<file path="src/rtl/dmem_access_ctrl_if.sv">
// Request/acknowledge data-memory bus between the MEM-stage sequencer and memory.
interface dmem_access_ctrl_if;
  logic        bus_req;
  logic        bus_we;
  logic [31:0] bus_addr;
  logic [31:0] bus_wdata;
  logic [3:0]  bus_wstrb;
  logic        bus_ack;
  logic [31:0] bus_rdata;

  modport master (output bus_req, bus_we, bus_addr, bus_wdata, bus_wstrb,
                  input  bus_ack, bus_rdata);
  modport slave  (input  bus_req, bus_we, bus_addr, bus_wdata, bus_wstrb,
                  output bus_ack, bus_rdata);
endinterface

</file>
<file path="src/rtl/dmem_access_ctrl.sv">
// MEM-stage load/store sequencer: stalls the pipeline while a bus access is outstanding.
// Optional bus timeout abort is enabled with `define DMEM_TIMEOUT_EN.
module dmem_access_ctrl #(
  parameter int TIMEOUT_CYCLES = 64
) (
  input  logic                 clk,
  input  logic                 reset,
  input  logic                 mem_read_mem,
  input  logic                 mem_write_mem,
  input  logic [2:0]           funct3_mem,
  input  logic [31:0]          addr_mem,
  input  logic [31:0]          wdata_mem,
  dmem_access_ctrl_if.master   bus,
  output logic                 stall,
  output logic                 wb_bubble,
  output logic [31:0]          mem_data_mem,
  output logic                 misalign,
  output logic                 bus_err
);

  typedef enum logic [1:0] {S_IDLE, S_BUSY, S_DONE} state_t;
  typedef enum logic [1:0] {SZ_B, SZ_H, SZ_W} size_t;

  state_t      r_state, w_next;
  logic        r_req, r_we, r_ld;
  logic [31:0] r_addr, r_wdata, r_data;
  logic [3:0]  r_wstrb;
  logic [2:0]  r_f3;
  logic [1:0]  r_alo;

  logic        w_access, w_is_load, w_is_store, w_mis, w_issue, w_ack;
  size_t       w_size;
  logic [3:0]  w_strb;
  logic [31:0] w_wdata, w_fmt;
  logic [7:0]  w_byte;
  logic [15:0] w_half;

  // A simultaneous read and write is treated as a load.
  assign w_access   = mem_read_mem | mem_write_mem;
  assign w_is_load  = mem_read_mem;
  assign w_is_store = mem_write_mem & ~mem_read_mem;

  always_comb begin
    w_size = SZ_W;
    if (w_is_load) begin
      case (funct3_mem)
        3'd0, 3'd4: w_size = SZ_B;
        3'd1, 3'd5: w_size = SZ_H;
        default:    w_size = SZ_W;
      endcase
    end else begin
      case (funct3_mem)
        3'd0:    w_size = SZ_B;
        3'd1:    w_size = SZ_H;
        default: w_size = SZ_W;
      endcase
    end
  end

  assign w_mis = ((w_size == SZ_H) & addr_mem[0]) |
                 ((w_size == SZ_W) & (|addr_mem[1:0]));

  always_comb begin
    w_strb  = 4'b0000;
    w_wdata = wdata_mem;
    case (w_size)
      SZ_B: begin
        w_strb  = 4'b0001 << addr_mem[1:0];
        w_wdata = {4{wdata_mem[7:0]}};
      end
      SZ_H: begin
        w_strb  = 4'b0011 << addr_mem[1:0];
        w_wdata = {2{wdata_mem[15:0]}};
      end
      default: begin
        w_strb  = 4'b1111;
        w_wdata = wdata_mem;
      end
    endcase
    if (!w_is_store) w_strb = 4'b0000;
  end

  // Lane select uses the offset captured at issue, since EX/MEM may move on during DONE.
  always_comb begin
    case (r_alo)
      2'd0:    w_byte = bus.bus_rdata[7:0];
      2'd1:    w_byte = bus.bus_rdata[15:8];
      2'd2:    w_byte = bus.bus_rdata[23:16];
      default: w_byte = bus.bus_rdata[31:24];
    endcase
    w_half = r_alo[1] ? bus.bus_rdata[31:16] : bus.bus_rdata[15:0];
    case (r_f3)
      3'd0:    w_fmt = {{24{w_byte[7]}}, w_byte};
      3'd4:    w_fmt = {24'd0, w_byte};
      3'd1:    w_fmt = {{16{w_half[15]}}, w_half};
      3'd5:    w_fmt = {16'd0, w_half};
      default: w_fmt = bus.bus_rdata;
    endcase
  end

`ifdef DMEM_TIMEOUT_EN
  localparam int CW = (TIMEOUT_CYCLES > 1) ? $clog2(TIMEOUT_CYCLES) : 1;
  localparam logic [CW-1:0] TO_LAST = CW'(TIMEOUT_CYCLES - 1);
  logic [CW-1:0] r_cnt;
  logic          r_err, w_tout;
`endif

  always_ff @(posedge clk or posedge reset) begin
    if (reset) r_state <= S_IDLE;
    else       r_state <= w_next;
  end

  always_comb begin
    w_next    = r_state;
    stall     = 1'b0;
    wb_bubble = 1'b0;
    misalign  = 1'b0;
    w_issue   = 1'b0;
    w_ack     = 1'b0;
`ifdef DMEM_TIMEOUT_EN
    w_tout    = 1'b0;
`endif
    case (r_state)
      S_IDLE: begin
        if (w_access) begin
          wb_bubble = 1'b1;
          if (w_mis) begin
            misalign = 1'b1;
          end else begin
            stall   = 1'b1;
            w_issue = 1'b1;
            w_next  = S_BUSY;
          end
        end
      end
      S_BUSY: begin
        stall     = 1'b1;
        wb_bubble = 1'b1;
        if (bus.bus_ack) begin
          w_ack  = 1'b1;
          w_next = S_DONE;
        end
`ifdef DMEM_TIMEOUT_EN
        else if (r_cnt == TO_LAST) begin
          w_tout = 1'b1;
          w_next = S_DONE;
        end
`endif
      end
      S_DONE:  w_next = S_IDLE;
      default: w_next = S_IDLE;
    endcase
  end

  always_ff @(posedge clk or posedge reset) begin
    if (reset) begin
      r_req   <= 1'b0;
      r_we    <= 1'b0;
      r_ld    <= 1'b0;
      r_addr  <= 32'd0;
      r_wdata <= 32'd0;
      r_wstrb <= 4'd0;
      r_f3    <= 3'd0;
      r_alo   <= 2'd0;
      r_data  <= 32'd0;
    end else begin
      if (w_issue) begin
        r_req   <= 1'b1;
        r_we    <= w_is_store;
        r_ld    <= w_is_load;
        r_addr  <= {addr_mem[31:2], 2'b00};
        r_wdata <= w_is_store ? w_wdata : 32'd0;
        r_wstrb <= w_strb;
        r_f3    <= funct3_mem;
        r_alo   <= addr_mem[1:0];
      end
      if (w_ack) begin
        r_req  <= 1'b0;
        r_data <= r_ld ? w_fmt : 32'd0;
      end
`ifdef DMEM_TIMEOUT_EN
      if (w_tout) begin
        r_req  <= 1'b0;
        r_data <= 32'd0;
      end
`endif
    end
  end

`ifdef DMEM_TIMEOUT_EN
  always_ff @(posedge clk or posedge reset) begin
    if (reset) begin
      r_cnt <= '0;
      r_err <= 1'b0;
    end else begin
      r_err <= w_tout;
      if (w_issue)                                  r_cnt <= '0;
      else if (r_state == S_BUSY && !bus.bus_ack)   r_cnt <= r_cnt + 1'b1;
    end
  end
  assign bus_err = r_err;
`else
  assign bus_err = 1'b0;
`endif

  assign bus.bus_req   = r_req;
  assign bus.bus_we    = r_we;
  assign bus.bus_addr  = r_addr;
  assign bus.bus_wdata = r_wdata;
  assign bus.bus_wstrb = r_wstrb;
  assign mem_data_mem  = r_data;

endmodule

</file>
<file path="src/flat_wrapper.sv">
// flat-port wrapper written by rule: the top's interface ports become plain ports
module dmem_access_ctrl_flat 
#(
  parameter int TIMEOUT_CYCLES = 64
)
  (clk, reset, mem_read_mem, mem_write_mem, funct3_mem, addr_mem, wdata_mem, stall, wb_bubble, mem_data_mem, misalign, bus_err, bus_bus_req, bus_bus_we, bus_bus_addr, bus_bus_wdata, bus_bus_wstrb, bus_bus_ack, bus_bus_rdata);
  dmem_access_ctrl_if bus_i ();
  input  logic clk;
  input  logic reset;
  input  logic mem_read_mem;
  input  logic mem_write_mem;
  input  logic [2:0] funct3_mem;
  input  logic [31:0] addr_mem;
  input  logic [31:0] wdata_mem;
  output logic stall;
  output logic wb_bubble;
  output logic [31:0] mem_data_mem;
  output logic misalign;
  output logic bus_err;
  output wire logic [$bits(bus_i.bus_req)-1:0] bus_bus_req;
  output wire logic [$bits(bus_i.bus_we)-1:0] bus_bus_we;
  output wire logic [$bits(bus_i.bus_addr)-1:0] bus_bus_addr;
  output wire logic [$bits(bus_i.bus_wdata)-1:0] bus_bus_wdata;
  output wire logic [$bits(bus_i.bus_wstrb)-1:0] bus_bus_wstrb;
  input wire logic [$bits(bus_i.bus_ack)-1:0] bus_bus_ack;
  input wire logic [$bits(bus_i.bus_rdata)-1:0] bus_bus_rdata;
  assign bus_bus_req = bus_i.bus_req;
  assign bus_bus_we = bus_i.bus_we;
  assign bus_bus_addr = bus_i.bus_addr;
  assign bus_bus_wdata = bus_i.bus_wdata;
  assign bus_bus_wstrb = bus_i.bus_wstrb;
  assign bus_i.bus_ack = bus_bus_ack;
  assign bus_i.bus_rdata = bus_bus_rdata;
  dmem_access_ctrl #(.TIMEOUT_CYCLES(TIMEOUT_CYCLES)) u_core (.clk(clk), .reset(reset), .mem_read_mem(mem_read_mem), .mem_write_mem(mem_write_mem), .funct3_mem(funct3_mem), .addr_mem(addr_mem), .wdata_mem(wdata_mem), .bus(bus_i), .stall(stall), .wb_bubble(wb_bubble), .mem_data_mem(mem_data_mem), .misalign(misalign), .bus_err(bus_err));
endmodule
</file>
<file path="config.mk">
export PLATFORM = sky130hd
export DESIGN_NAME = dmem_access_ctrl_flat
export DESIGN_NICKNAME = d
export VERILOG_FILES = /design/src/rtl/dmem_access_ctrl_if.sv /design/src/rtl/dmem_access_ctrl.sv /design/src/flat_wrapper.sv
export SDC_FILE = /design/constraint.sdc
export NUM_CORES = 1
export LEC_CHECK = 0
export BUFFER_PORTS_ARGS = -buffer_cell sky130_fd_sc_hd__buf_2
export CAP_MARGIN = 20
export CORE_ASPECT_RATIO = 1.1
export CORE_MARGIN = 2
export CORE_UTILIZATION = 52
export DETAILED_ROUTE_END_ITERATION = 12
export PLACE_DENSITY = 0.86
export RECOVER_POWER = 50
export SLEW_MARGIN = 20
export SYNTH_ARGS = -nofsm -noshare
export SYNTH_HDL_FRONTEND = slang
export SYNTH_SLANG_ARGS = --single-unit
</file>
<file path="constraint.sdc">
create_clock -name clk -period 9.4 [get_ports clk]
set_clock_uncertainty 0.1 [all_clocks]
set_input_delay 1.88 -clock clk [delete_from_list [all_inputs] [get_ports clk]]
set_output_delay 1.88 -clock clk [all_outputs]
set_load 0.005 [all_outputs]
</file>
==> summary.txt <==
fmax -> 189 MHz
GRT Util Overall -> 23.9%
setup TNS -> 0 ns
CTS H-tree lvls -> 3
Layout fillers -> 748
Place WS -> 4.12 ns
number of synthesized flops with an enable pin -> 0
Final Cell Area -> 6180 um2
outcome -> complete, but fails checks
DRC violations left -> 0
Mapped Cells -> 415
Worst-Skew Late Latency -> 0.37 ns
# rows -> 37
number of hold buffers added after cts -> 0
dpl cells -> 711
Avg WL per Cell -> 17.6 um
Post-CTS Setup Repair Bufs -> 0
first-pass GRT wire length -> 20100 um
max-slew violation count -> 48
initial core utilization -> 53.6%
area grow syn2layout -> 23.1%
pwr dens -> 240 nW/um2
Die Area -> 10400 um2
CTS Root Cell -> clkbuf_8
HPWL Detailed -> 9310 um
Total Routed Length -> 12800 um
Slew HR -> -34.5%
count leader, synth -> dfrtp_1
TritonRoute pass-1 iters -> 5
GP Congestion -> 0.828
Critical Path AT -> 3.31 ns
post-route ant nets -> 0
syn_area_per_cell -> 12.1 um2
most common library cells after synthesis -> dfrtp_1, mux2_1, a21oi_1, nand2_1, mux2i_1
Lkg Pwr -> 2.99 nW
Sink Count -> 108
CP Capture Type -> output port
synth warn -> 0
layout cells sized above 1 -> 33.4%
post-route setup slack -> 4.11 ns
worst hold-check path type -> reg -> reg
Synth area leaders -> dfrtp_1, mux2_1, mux2i_1
VDD IR max -> 0.000106 V
Finished Layout Cells -> 727
Max FO, Critical Path -> 13
GR Overflow Total -> 0
vias in the first global route -> 4052
worst-margin pin slew -> 2.01 ns
Nets -> 709
I/O pins -> 210
die width -> 97.6 um
violated checks -> capacitance limit, slew limit
Crit path required time -> 7.42 ns
Post-synth top flop -> dfrtp_1
initial antenna violation count -> 0
Max Cap Viol -> 1
RSZ-0062 raised after global routing -> false
CTS tree -> done
Yosys cell types -> 41
largest net degree at the start of global routing -> 76
Longest Clk Path Bufs -> 2
Die Y -> 107 um
crit path kind -> in -> out
Num CTS Buffers -> 9
post-CTS sizing -> 0
period utilization -> 56.2%
Yosys top cell by area -> dfrtp_1
routed vias/inst -> 5.78
DR iter-0 viols -> 214
IO Port Bufs -> 206
fin crit period -> 5.29 ns
Yosys reg bits -> 108
count of final hold-check violations -> 0
Worst setup SP type -> primary input
synthesized area -> 5020 um2
ANT cells -> 0
asr flop ratio synth -> 100%
via count -> 4203
core box area -> 9350 um2
setup violators final -> 0
placed instance area -> 6070 um2
top-area cell type share of the netlist area -> 53.9%
clk slew on worst S/H paths -> 0.10 ns
register area share after synthesis -> 53.9%
metal layers:
metal  vias up  GRT usage, %  share of wire [%]  routed length [um]
li1       1903             -                  -                   -
met1      2035          32.8                 42                5350
met2       240          37.6                 47                6060
met3        25          4.76                8.5                1090
met4         0          9.82                2.5                 316
met5         -             0                  0                   0
worst max-delay path, cell delays in order:
cell	delay [ns]
buf_2	0.17
nor2b_1	0.63
o22ai_2	0.25
a21boi_0	0.22
buf_2	0.15
cells by family after synthesis:
| group | synth area share (%) |
|---|---|
| other | 0.0748 |
| multiplexers | 17.1 |
| XOR/XNOR | 0.175 |
| flip-flops | 53.9 |
| buffers and inverters | 3.77 |
| AO/OA/AOI/OAI | 17.6 |
| AND/OR/NAND/NOR | 7.41 |
cell usage in the layout, fill, tap and decap left out, types with 3 or more instances in the layout:
cell type | Yosys | routed
clkbuf_1 | 15 | 42
nor3_1 | 3 | 3
a221o_1 | 16 | 16
o211ai_1 | 8 | 8
buf_4 | 5 | 3
a22oi_1 | 4 | 4
conb_1 | 1 | 3
a22o_1 | 10 | 10
nor2_1 | 18 | 18
or3_1 | 3 | 3
clkbuf_8 | 0 | 9
a21oi_1 | 27 | 27
nor2b_1 | 14 | 14
inv_1 | 3 | 3
dfrtp_1 | 108 | 108
clkinvlp_4 | 0 | 3
mux2_1 | 44 | 44
mux2i_1 | 19 | 19
mux2_2 | 12 | 12
o2bb2ai_1 | 18 | 18
o21ai_0 | 10 | 10
buf_2 | 10 | 163
nand2_1 | 23 | 24
o31ai_1 | 15 | 15
nand2b_1 | 4 | 4
flip-flops by register name, indices dropped and copies added (netlist names):
register / flops
u_core.bus.bus_addr: 30
u_core.bus.bus_wstrb: 4
u_core.mem_data_mem: 32
u_core.r_f3: 3
u_core.bus.bus_wdata: 32
u_core.bus.bus_we: 1
u_core.r_ld: 1
u_core.r_alo: 2
u_core.r_state: 2
u_core.bus.bus_req: 1
final timing paths:
| check | start | endpoint | slack, ns | cells past startpoint |
|---|---|---|---|---|
| max | mem_read_mem | misalign | 4.11 | 5 |
| min in group asynchronous | reset | u_core.bus.bus_addr[12] | 1.92 | 2 |
| max reg2reg | u_core.r_state[1] | u_core.mem_data_mem[17] | 5.76 | 5 |
| min reg2reg | u_core.mem_data_mem[9] | u_core.mem_data_mem[9] | 0.39 | 2 |
| max in group asynchronous | reset | u_core.bus.bus_addr[13] | 5.74 | 3 |
| min | u_core.mem_data_mem[9] | u_core.mem_data_mem[9] | 0.39 | 2 |
per-stage QoR:
step                util, %  hold slack, ns  power [mW]
detailed placement     64.9           0.369        1.25
finish                 66.0           0.393        1.48
floorplan                 -           0.373        1.01
CTS                    66.8           0.396        1.51
global placement       64.9           0.358        1.22
global route           66.0           0.417        1.58
power breakdown:
group / internal, mW / switching (mW)
logic: 0.252 / 0.243
clock network: 0.0974 / 0.163
registers: 0.616 / 0.113
final cells by class:
cell class	count	area, um2	share of cell area, %
clock buffer	9	124	2.01
clock inverter	7	50.0	0.810
inverter	6	23.8	0.385
multi-input combinational	271	2130	34.5
sequential	108	2700	43.8
tap	117	146	2.37
timing repair buffer	209	1000	16.2
Power figures use the tool's default switching activity.
